$ cat src/rtl/varint_pkg.sv
// Shared definitions for the varint serializer/deserializer family:
// encoded-length helper, 64-bit ZigZag reference and the encoded byte layout.
package varint_pkg;

  function automatic int varint_max_bytes(input int w);
    return (w + 6) / 7;
  endfunction

  function automatic logic [63:0] zigzag64(input logic [63:0] v);
    return (v << 1) ^ {64{v[63]}};
  endfunction

  typedef struct packed {
    logic       cont;
    logic [6:0] payload;
  } varint_byte_t;

endpackage

$ cat src/rtl/varint_zigzag.sv
// Combinational ZigZag transform (sint mapping), shared by encoder and decoder.
module varint_zigzag #(
  parameter int DATA_W = 64
) (
  input  logic [DATA_W-1:0] data,
  output logic [DATA_W-1:0] zz
);

  // Arithmetic sign smeared across the word folds negatives onto odd codes.
  assign zz = (data << 1) ^ {DATA_W{data[DATA_W-1]}};

endmodule

$ cat src/rtl/varint_stream_enc.sv
// Streaming protobuf base-128 varint encoder: one integer in per handshake,
// one encoded byte out per cycle, optional ZigZag pre-transform.
module varint_stream_enc
  import varint_pkg::*;
#(
  parameter int DATA_W    = 64,
  parameter int MAX_BYTES = varint_max_bytes(DATA_W)
) (
  input  logic                         clk,
  input  logic                         rst,
  input  logic                         in_valid,
  output logic                         in_ready,
  input  logic [DATA_W-1:0]            in_data,
  input  logic                         in_zigzag,
  output logic                         out_valid,
  input  logic                         out_ready,
  output logic [7:0]                   out_byte,
  output logic                         out_last,
  output logic [$clog2(MAX_BYTES)-1:0] out_idx
);

  localparam int IDX_W = $clog2(MAX_BYTES);

  localparam logic [0:0] IDLE = 1'b0;
  localparam logic [0:0] EMIT = 1'b1;

  logic [0:0]        state;
  logic [DATA_W-1:0] val;
  logic [DATA_W-1:0] zz_data;
  logic              more;
  logic              accept;
  logic              consume;
  varint_byte_t      cur;

  varint_zigzag #(
    .DATA_W(DATA_W)
  ) u_zigzag (
    .data(in_data),
    .zz  (zz_data)
  );

  assign more    = |val[DATA_W-1:7];
  assign consume = out_valid && out_ready;
  assign accept  = in_valid && in_ready;

  always_comb begin
    cur.cont    = more;
    cur.payload = val[6:0];
  end

  // Outputs are forced quiet outside EMIT so the idle bus reads as all-zero.
  assign out_valid = (state == EMIT);
  assign out_byte  = out_valid ? cur : 8'h00;
  assign out_last  = out_valid && !more;

  // Ready can come from the final-byte consume so varints stream with no bubble.
  assign in_ready = !rst && ((state == IDLE) || (consume && out_last));

  always_ff @(posedge clk or posedge rst) begin
    if (rst) begin
      state   <= IDLE;
      val     <= '0;
      out_idx <= '0;
    end else if (accept) begin
      state   <= EMIT;
      val     <= in_zigzag ? zz_data : in_data;
      out_idx <= '0;
    end else if (consume) begin
      if (more) begin
        val     <= val >> 7;
        out_idx <= out_idx + IDX_W'(1);
      end else begin
        state <= IDLE;
      end
    end
  end

endmodule

$ cat config.mk
export PLATFORM = sky130hd
export DESIGN_NAME = varint_stream_enc
export DESIGN_NICKNAME = d
export VERILOG_FILES = /design/src/rtl/varint_pkg.sv /design/src/rtl/varint_zigzag.sv /design/src/rtl/varint_stream_enc.sv
export SDC_FILE = /design/constraint.sdc
export NUM_CORES = 1
export LEC_CHECK = 0
export ABC_AREA = 1
export BUFFER_PORTS_ARGS = -buffer_cell sky130_fd_sc_hd__buf_2
export CAP_MARGIN = 20
export CORE_ASPECT_RATIO = 2
export CORE_MARGIN = 5
export CORE_UTILIZATION = 34
export DETAILED_ROUTE_END_ITERATION = 10
export SYNTH_ARGS = -nofsm -noshare
export SYNTH_HDL_FRONTEND = slang
export SYNTH_HIERARCHICAL = 1
export SYNTH_SLANG_ARGS = --single-unit
$ cat constraint.sdc
create_clock -name clk -period 3.45 [get_ports clk]
set_clock_uncertainty 0.1 [all_clocks]
set_input_delay 0.345 -clock clk [delete_from_list [all_inputs] [get_ports clk]]
set_output_delay 0.345 -clock clk [all_outputs]
set_load 0.03 [all_outputs]
==> metrics.cfg <==
[yosys]
synth_edf_count=0
synth_top_cells_by_area=dfrtp_1, nand2_1, nand3_1
netlist_instances=916
yosys.cell_types.count=25
synth_largest_area_cell=dfrtp_1
yosysWarnings=6
synth_top_area_share=0.3032
async_reset_ff_frac=1.000
synth_seq_area_share=0.3032
synth-seq-cells=69
synth_most_common_cell=nand2_1
synth_area_sq_mm=0.005694
synth_nets=986
syn_area_per_cell_sq_um=6.216
yosys_most_used_dff=dfrtp_1
yosys-top-cells-count=nand2_1, nand3_1, inv_1

[status]
outcome=finished with violations
violations=negative hold slack

[clocking]
cts_buffers=9
clockRootBuffer=clkbuf_16
htreeDepth=3
clk_pin_slew_ns=0.06
clk_path_buf_depth=2
post_cts_buffers=0
cts_resized=0
clk_latency_ns=0.33
clock_sinks=69
cts_tree=done
hold_buffers=0

[sta]
finalSetupTns_ns=0
min_period_ns=2.414
setup_viol=0
fmax_mhz=414.3
period_share=0.6996
worst_slack_ns=1.036
slew_headroom=0.3486
tightestPinTransition_ns=0.9756
grt_setup_unrepaired=false
finalHoldViolations=2
drv_slew=0
timing.hold.ws_ns=-0.005772

[die]
start_util=0.3431
core_area_sq_mm=0.01660
rows=67
die_x_microns=101.5
die_area_sq_mm=0.01959
die_h_microns=193.0
ios=84

[place]
gp_congestion=0.8054
place_hpwl_mm=10.46
port_buffers=83
placement.cell_area_sq_mm=0.006005
post-place-ws_ns=1.039

[global_route]
antenna_found_initial=0
grt_usage=0.1572
grt_pass1_wl_mm=25.47
grt_overflow=0
grt_max_degree=77
grt_pass1_vias=5187

[finish]
final_util=0.3782
stdcell_area_sq_mm=0.006277
drive_gt1_frac=0.1844
layout.nets=1025
area_growth_pct=10.24
diodes=0
fillCellCount=1848
multi_input_area_sq_mm=0.003171
register_area_sq_mm=0.001727

[flow_run]
drv_cap=0

[route]
vias=5610
drtIter0Drc=272
viasPerCell=4.807
post-route-drc-count=0
routed_wl_mm=14.93
wl_per_cell_microns=12.79
drtAntennaViolNets=0
wl_met3_microns=673
first_pass_iters=5
wl_met2_mm=7.224
top_layer=met4
met1Wirelength_mm=6.881

[critical_path]
cp.arrival_ns=2.58
end_kind=register
path_class=reg -> reg
cp_max_fo=63
required_ns=3.61
start_kind=register

[power_and_ir_drop]
peakVddDrop_mv=0.4301
cellLeakagePower_nw=3.658
power.density_mw_per_mm2=550.9

[worst_hold_path]
hold_class=in -> async

[layout by cell type (no fill, tap or decap)]
master     Yosys  routed
buf_12         6       1
buf_2          9      83
buf_4          9      11
clkbuf_1      24       4
clkbuf_16      0       9
clkbuf_8       0       2
clkinv_2       0       1
dfrtp_1       69      69
ha_1           1       1
inv_1         81      81
inv_12         1       1
inv_2          1       1
inv_4          0       1
mux2i_1        7       7
nand2_1      393     393
nand2_2       61      61
nand3_1      123     123
nand3_2        1       1
nand4_1       58      58
nor2_1        39      39
nor3_1         2       2
o21ai_1        4       4
o21ai_2        4       4
o21ai_4        1       1
or2_1          1       1
xor2_1         1       1
[routing by layer]
layer,vias to the layer above,global-route usage
li1,2952,-
met4,0,0.03431
met2,116,0.2631
met3,11,0.02809
met1,2531,0.2108
met5,-,0
[metrics by stage]
| step | instances | power (mW) |
|---|---|---|
| floorplan | 916 | 2.288 |
| global placement | 1151 | 2.604 |
| detailed placement | 1151 | 2.629 |
| CTS | 1167 | 3.492 |
| global route | 1167 | 3.738 |
| finish | 1167 | 3.458 |
[final timing paths]
check	startpoint	end	cells past startpoint	slack [ns]
max	val[17]$_DFFE_PP0P_	val[36]$_DFFE_PP0P_	10	1.04
min reg2reg	val[60]$_DFFE_PP0P_	val[53]$_DFFE_PP0P_	2	0.41
max in group asynchronous	rst	val[58]$_DFFE_PP0P_	3	2.48
max reg2reg	val[17]$_DFFE_PP0P_	val[36]$_DFFE_PP0P_	10	1.04
min	rst	val[33]$_DFFE_PP0P_	2	-0.006
min in group clk	in_data[62]	val[62]$_DFFE_PP0P_	3	0.23
[flip-flops by register name, summed over array words and instances (netlist names)]
| signal | flops |
|---|---|
| val | 64 |
| out_idx | 4 |
| out_valid | 1 |
[layout make-up]
| cell class | count | area share |
|---|---|---|
| clock buffers | 15 | 0.04266 |
| repair buffers | 95 | 0.08252 |
| clock inverters | 1 | 0.0007973 |
| flip-flops and latches | 69 | 0.2751 |
| inverters | 84 | 0.05262 |
| multi-input cells | 696 | 0.5051 |
| well taps | 207 | 0.04126 |
[critical path: stages, from the launching register on]
cell and delay (ns):
dfrtp_1 0.41, nor2_1 0.07, nand2_1 0.06, nor2_1 0.04, nand2_1 0.06, nor2_1 0.05, nand2_2 0.11, nand3_2 0.25
inv_2 0.81, nand2_1 0.20, nand3_1 0.16
[cell families after synthesis]
| family | synth area share |
|---|---|
| simple gates | 0.5282 |
| buf+inv | 0.1400 |
| flops | 0.3032 |
| compound gates | 0.01253 |
| mux | 0.01231 |
| xor+xnor | 0.001538 |
| fa+ha+maj | 0.002197 |
[report_power, final]
group / internal [mW] / switching [mW] / total, mW
Clock: 0.525 / 0.316 / 0.842
Combinational: 0.440 / 0.790 / 1.23
Sequential: 1.12 / 0.271 / 1.39
(Power assumes the default switching activity.)
